## config.mk

```make
export PLATFORM = sky130hd
export DESIGN_NAME = mul_div_unit
export DESIGN_NICKNAME = d
export VERILOG_FILES = /design/src/rtl/mul_div_unit.sv
export SDC_FILE = /design/constraint.sdc
export NUM_CORES = 2
export LEC_CHECK = 0
export CAP_MARGIN = 20
export CORE_MARGIN = 1.5
export CORE_UTILIZATION = 57
export CTS_BUF_LIST = sky130_fd_sc_hd__clkbuf_4 sky130_fd_sc_hd__clkbuf_8
export DETAILED_ROUTE_END_ITERATION = 16
export PLACE_DENSITY = 0.83
export SETUP_SLACK_MARGIN = 0.05
export SLEW_MARGIN = 10
export SYNTH_ARGS = -nofsm -noshare
export SYNTH_HDL_FRONTEND = slang
export SYNTH_SLANG_ARGS = --single-unit
export TNS_END_PERCENT = 50
```

## constraint.sdc

```tcl
create_clock -name clk -period 8.98 [get_ports clk]
set_input_delay 1.796 -clock clk [delete_from_list [all_inputs] [get_ports clk]]
set_output_delay 1.796 -clock clk [all_outputs]
set_load 0.05 [all_outputs]
```

## src/rtl/mul_div_unit.sv

```systemverilog
// mul_div_unit: HI/LO multiply/divide unit attached to the EXE stage.
// Holds EXE (md_ready_out low) until a MULT/MULTU/DIV/DIVU result is written
// to HI/LO, owns the architectural HI/LO registers and serves MFHI/MFLO reads.
// Optional build macro: MDU_MUL_SINGLE_CYCLE_EN computes multiplies in the
// start cycle and skips the MUL state.
//
// state  | meaning
// -------+---------------------------------------------------------------
// IDLE   | waiting for an MD start; MTHI/MTLO commit here
// MUL    | product of latched operands written to HI/LO this cycle
// DIV    | restoring divide, one quotient bit per cycle (counter 0..31)
// DONE   | result committed; EXE may leave, waits for mem_allowin_in
module mul_div_unit #(
    parameter int DIV_ITER = 32
) (
    input  logic        clk,
    input  logic        rst,
    input  logic        exe_valid_in,
    input  logic        exe_exception_in,
    input  logic [31:0] exe_in0_in,
    input  logic [31:0] exe_in1_in,
    input  logic [5:0]  exe_mult_div_op_in,
    input  logic        exe_read_request_in,
    input  logic        exe_read_hi_in,
    input  logic        mem_allowin_in,
    input  logic        wb_ClrStpJmp_in,
    output logic        md_ready_out,
    output logic        md_busy_out,
    output logic [31:0] md_rdata_out,
    output logic [31:0] hi_out,
    output logic [31:0] lo_out
);

    localparam int CW = $clog2(DIV_ITER);

    typedef enum logic [1:0] {S_IDLE, S_MUL, S_DIV, S_DONE} state_t;

    state_t          r_state;
    logic [31:0]     r_hi;
    logic [31:0]     r_lo;
    logic [31:0]     r_op_a;     // multiplicand, or dividend shifting into quotient
    logic [31:0]     r_op_b;     // multiplier, or divisor magnitude
    logic [31:0]     r_rem;
    logic            r_signed;
    logic            r_a_neg;
    logic            r_b_neg;
    logic            r_b_zero;
    logic [CW-1:0]   r_cnt;

    logic            w_start;
    logic            w_mt_commit;
    logic [31:0]     w_a_abs;
    logic [31:0]     w_b_abs;
    logic [63:0]     w_mul_a;
    logic [63:0]     w_mul_b;
    logic [63:0]     w_prod;
    logic [32:0]     w_rem_sh;
    logic [32:0]     w_diff;
    logic            w_qbit;
    logic [31:0]     w_rem_nxt;
    logic [31:0]     w_quo_nxt;
    logic [31:0]     w_quo_fin;
    logic [31:0]     w_rem_fin;

    assign w_start     = exe_valid_in & ~exe_exception_in & (r_state == S_IDLE)
                       & (|exe_mult_div_op_in[3:0]);
    assign w_mt_commit = exe_valid_in & ~exe_exception_in & mem_allowin_in;

    // Magnitudes only matter for signed DIV (op bit 2); DIVU keeps raw values.
    assign w_a_abs = (exe_mult_div_op_in[2] & exe_in0_in[31]) ? -exe_in0_in : exe_in0_in;
    assign w_b_abs = (exe_mult_div_op_in[2] & exe_in1_in[31]) ? -exe_in1_in : exe_in1_in;

    // Sign- or zero-extend to 64 bits so one unsigned multiply covers both modes.
`ifdef MDU_MUL_SINGLE_CYCLE_EN
    assign w_mul_a = {{32{exe_mult_div_op_in[0] & exe_in0_in[31]}}, exe_in0_in};
    assign w_mul_b = {{32{exe_mult_div_op_in[0] & exe_in1_in[31]}}, exe_in1_in};
`else
    assign w_mul_a = {{32{r_signed & r_op_a[31]}}, r_op_a};
    assign w_mul_b = {{32{r_signed & r_op_b[31]}}, r_op_b};
`endif
    assign w_prod  = w_mul_a * w_mul_b;

    // One restoring step. With a zero divisor every step keeps the shifted
    // value, so the remainder ends as the dividend magnitude and re-signing
    // it reproduces the latched dividend exactly.
    assign w_rem_sh  = {r_rem, r_op_a[31]};
    assign w_diff    = w_rem_sh - {1'b0, r_op_b};
    assign w_qbit    = ~w_diff[32];
    assign w_rem_nxt = w_qbit ? w_diff[31:0] : w_rem_sh[31:0];
    assign w_quo_nxt = {r_op_a[30:0], w_qbit};
    assign w_quo_fin = (r_signed & (r_a_neg ^ r_b_neg)) ? -w_quo_nxt : w_quo_nxt;
    assign w_rem_fin = r_a_neg ? -w_rem_nxt : w_rem_nxt;

    // Control FSM, HI/LO registers and divider datapath.
    always_ff @(posedge clk) begin
        if (rst) begin
            r_state  <= S_IDLE;
            r_hi     <= '0;
            r_lo     <= '0;
            r_op_a   <= '0;
            r_op_b   <= '0;
            r_rem    <= '0;
            r_signed <= 1'b0;
            r_a_neg  <= 1'b0;
            r_b_neg  <= 1'b0;
            r_b_zero <= 1'b0;
            r_cnt    <= '0;
        end else if (wb_ClrStpJmp_in) begin
            r_state <= S_IDLE;
            r_cnt   <= '0;
        end else begin
            if (w_mt_commit & exe_mult_div_op_in[4]) r_hi <= exe_in0_in;
            if (w_mt_commit & exe_mult_div_op_in[5]) r_lo <= exe_in0_in;
            case (r_state)
                S_IDLE: begin
                    if (w_start) begin
                        if (|exe_mult_div_op_in[1:0]) begin
`ifdef MDU_MUL_SINGLE_CYCLE_EN
                            r_hi    <= w_prod[63:32];
                            r_lo    <= w_prod[31:0];
                            r_state <= S_DONE;
`else
                            r_op_a   <= exe_in0_in;
                            r_op_b   <= exe_in1_in;
                            r_signed <= exe_mult_div_op_in[0];
                            r_state  <= S_MUL;
`endif
                        end else begin
                            r_op_a   <= w_a_abs;
                            r_op_b   <= w_b_abs;
                            r_rem    <= '0;
                            r_signed <= exe_mult_div_op_in[2];
                            r_a_neg  <= exe_mult_div_op_in[2] & exe_in0_in[31];
                            r_b_neg  <= exe_mult_div_op_in[2] & exe_in1_in[31];
                            r_b_zero <= (exe_in1_in == 32'd0);
                            r_cnt    <= '0;
                            r_state  <= S_DIV;
                        end
                    end
                end
                S_MUL: begin
                    r_hi    <= w_prod[63:32];
                    r_lo    <= w_prod[31:0];
                    r_state <= S_DONE;
                end
                S_DIV: begin
                    r_op_a <= w_quo_nxt;
                    r_rem  <= w_rem_nxt;
                    r_cnt  <= r_cnt + CW'(1);
                    if (r_cnt == CW'(DIV_ITER - 1)) begin
                        r_hi    <= w_rem_fin;
                        r_lo    <= r_b_zero ? 32'hFFFF_FFFF : w_quo_fin;
                        r_state <= S_DONE;
                    end
                end
                S_DONE: begin
                    if (mem_allowin_in) r_state <= S_IDLE;
                end
                default: r_state <= S_IDLE;
            endcase
        end
    end

    assign md_ready_out = ~exe_valid_in | exe_exception_in
                        | (exe_mult_div_op_in[3:0] == 4'd0) | (r_state == S_DONE);
    assign md_busy_out  = (r_state == S_MUL) | (r_state == S_DIV);
    assign md_rdata_out = exe_read_request_in ? (exe_read_hi_in ? r_hi : r_lo) : 32'd0;
    assign hi_out       = r_hi;
    assign lo_out       = r_lo;

endmodule

```

==> impl_metrics.env <==
export IMPL_maxCapViolations=0
export IMPL_grt_total_usage=0.382
export IMPL_nets=7677
export IMPL_synth_area_um2=52000
export IMPL_ant_nets=0
export IMPL_cts_tree="done"
export IMPL_synth_seq_cells=171
export IMPL_finalSetupViolCount=0
export IMPL_area_growth_synth_to_final_pct=7.71
export IMPL_holdBufCountCts=0
export IMPL_dieArea_um2=93000
export IMPL_status="completed"
export IMPL_path_clk_slew_ns=0.11
export IMPL_final_core_util=0.621
export IMPL_die_width_um=305
export IMPL_async_flop_share=0
export IMPL_slew_violations=0
export IMPL_drcViolationCount=0
export IMPL_place_ws_ns=0.182
export IMPL_critPathCaptureType="register"
export IMPL_root_buffer="clkbuf_8"
export IMPL_std_cell_rows=110
export IMPL_grt_overflow=0
export IMPL_yosys_area_top_type_share=0.434
export IMPL_hold_class="reg2reg"
export IMPL_dp_cells=7367
export IMPL_tightestPinTransition_ns=1.19
export IMPL_hold_viol_final=0
export IMPL_grt_pass1_vias=46600
export IMPL_synthTopCellsByArea="fa_1 43%, inv_1 8.6%, nand2_1 7.1%"
export IMPL_synthFlopType="dfxtp_1"
export IMPL_p_leak_nw=26.4
export IMPL_yosysMostFrequentCell="inv_1"
export IMPL_portBuffers=175
export IMPL_rsz0062_at_grt="true"
export IMPL_min_path_cells=2
export IMPL_gp_congestion=1.06
export IMPL_r2r_worst_path_cells=27
export IMPL_numCtsBuffers=17
export IMPL_cp_start_kind="register"
export IMPL_clock_fmax_ghz=0.115
export IMPL_grt_pass1_wl_um=270000
export IMPL_crit_required_ns=9.47
export IMPL_ys_warn_count=0
export IMPL_clk_insertion_delay_late_ns=0.61
export IMPL_synth_edf_count=0
export IMPL_fin_ws_ns=0.251
export IMPL_avgViaCountPerCell=6.12
export IMPL_wl_per_cell_um=23.6
export IMPL_synth_fp_nets=7646
export IMPL_firstDrtPassIters=7
export IMPL_p_per_area_nw_per_um2=52.2
export IMPL_clockBufferDepth=2
export IMPL_syn_avg_cell_area_um2=8.40
export IMPL_die_h_um=305
export IMPL_wl_um=175000
export IMPL_period_share=0.972
export IMPL_hpwl_um=142000
export IMPL_coreArea_um2=90100
export IMPL_htree_levels=4
export IMPL_ys_top_cells_by_count="1188 x inv_1, 1126 x fa_1, 986 x nand2_1"
export IMPL_antenna_found_initial=5
export IMPL_path_max_fanout=22
export IMPL_design_area_um2=56000
export IMPL_tns_ns=0
export IMPL_post_dp_cell_area_um2=55400
export IMPL_num_vias=45400
export IMPL_cts_sinks=171
export IMPL_slew_limit_headroom=0.204
export IMPL_synthCells=6186
export IMPL_yosysTopAreaCell="fa_1"
export IMPL_drive_above_1_share=0.0520
export IMPL_vdd_drop_max_mv=0.128
export IMPL_drtIter0Drc=5497
export IMPL_fin_skew_ns=0.0307
export IMPL_yosysUniqueCellTypes=93
export IMPL_path_class="reg2reg"
export IMPL_arrival_ns=9.22
export IMPL_initial_core_util=0.576
export IMPL_grt_max_degree=79
export IMPL_io_pins=176
export IMPL_layout_cells_non_filler=7410
export IMPL_finalCriticalPeriod_ns=8.73
export IMPL_seq_area_frac_synth=0.0659
==> what timing repair did <==
| action | CTS | global route |
|---|---|---|
| gates resized for setup | 0 | 24 |
| hold endpoints to repair | 0 | 0 |
| setup endpoints to repair | 0 | 14 |
| setup buffers | 0 | 6 |
==> final timing paths <==
check	startpoint	slack, ns	to
setup / recovery	r_op_a[8]$_SDFFE_PP0P_	0.25	hi_out[23]$_SDFFE_PP0N_
hold / removal	r_cnt[4]$_SDFFE_PP0P_	0.47	r_cnt[4]$_SDFFE_PP0P_
setup reg to reg	r_op_a[8]$_SDFFE_PP0P_	0.25	hi_out[23]$_SDFFE_PP0N_
hold reg to reg	r_cnt[4]$_SDFFE_PP0P_	0.47	r_cnt[4]$_SDFFE_PP0P_
==> metrics by stage <==
stage                     hold slack (ns)  power [mW]
after floorplan                     0.436        1.69
after global placement              0.445        2.20
after detailed placement            0.457        2.22
after CTS                           0.472        2.86
after global routing                0.507        3.02
final                               0.468        2.92
==> layout make-up <==
class,count,area [um^2]
fill,7518,34200
timing repair buffer,388,3500
clock inverter,14,173
antenna,5,12.5
inverter,1195,4490
sequential,171,3440
tap,1176,1470
multi-input combinational,4444,42600
clock buffer,17,234
==> placed cells by master (no fill, tap or decap), types with 12 or more instances in the layout <==
cell type	synthesis	routed
xnor2_1	114	114
buf_4	3	200
mux2i_1	57	57
o21ai_0	153	152
nand2b_1	17	17
o31ai_1	36	35
ha_1	256	255
a22oi_1	50	50
o221ai_1	12	12
a21o_1	58	58
a21oi_1	230	229
a211o_1	13	13
a21boi_0	12	12
or3_1	31	31
dfxtp_2	0	16
nand3_1	45	45
xor2_1	71	71
clkdlybuf4s50_1	0	172
buf_12	0	13
inv_1	1188	1185
fa_1	1126	1125
and2_1	314	314
clkbuf_8	0	17
nor2_1	344	342
and3_1	42	42
dfxtp_1	171	155
a211oi_1	51	51
nand2_1	986	986
or4_1	12	12
or2_2	16	16
o21a_1	25	25
nor3_1	55	55
a31oi_1	26	26
nor2b_1	61	61
o211ai_1	18	18
nand4_1	20	20
==> power breakdown <==
group          switching (mW)  leakage [nW]  total, mW  internal (mW)
sequential             0.0792          1.39      0.862          0.783
clock                   0.389         0.211      0.646          0.257
combinational           0.940          24.8       1.41          0.472
total                    1.41          26.4       2.92           1.51
==> kinds of logic after synthesis <==
logic type | after synthesis | synth area share
flip-flops | 171 | 0.0659
AO/OA/AOI/OAI | 827 | 0.106
adder cells (fa/ha/maj) | 1382 | 0.496
buffers and inverters | 1571 | 0.114
multiplexers | 61 | 0.0118
XOR/XNOR | 185 | 0.0312
AND/OR/NAND/NOR | 1989 | 0.175
==> registers in the layout, summed over array words and instances (netlist names), 2 cells and up <==
signal / cells
hi_out: 32
r_op_a: 32
r_cnt: 5
lo_out: 32
r_op_b: 32
r_rem: 32
r_state: 2
==> routing by layer <==
layer	vias up	share of wire	GRT usage
met5	-	0.00017	0
met4	4	0.071	0.224
met3	778	0.13	0.110
met2	3014	0.45	0.583
met1	22500	0.35	0.484
li1	19000	-	-
==> worst max-delay path: stages, from the launching register on <==
cell and delay (ns):
dfxtp_1 0.81, buf_4 0.45, and2_1 0.21, fa_1 0.43, inv_1 0.08, fa_1 0.16, inv_1 0.05, fa_1 0.50
inv_1 0.05, fa_1 0.46, fa_1 0.53, inv_1 0.07, fa_1 0.51, fa_1 0.50, inv_1 0.05, fa_1 0.51
inv_1 0.06, ha_1 0.38, and2_1 0.21, o2111a_1 0.25, o2111ai_1 0.37, a21boi_0 0.59, o211ai_1 0.19, a21bo_2 0.28
a21oi_1 0.19, nor3_1 0.06, nand3b_1 0.26, a2111oi_0 0.41
Power figures use the tool's default switching activity.
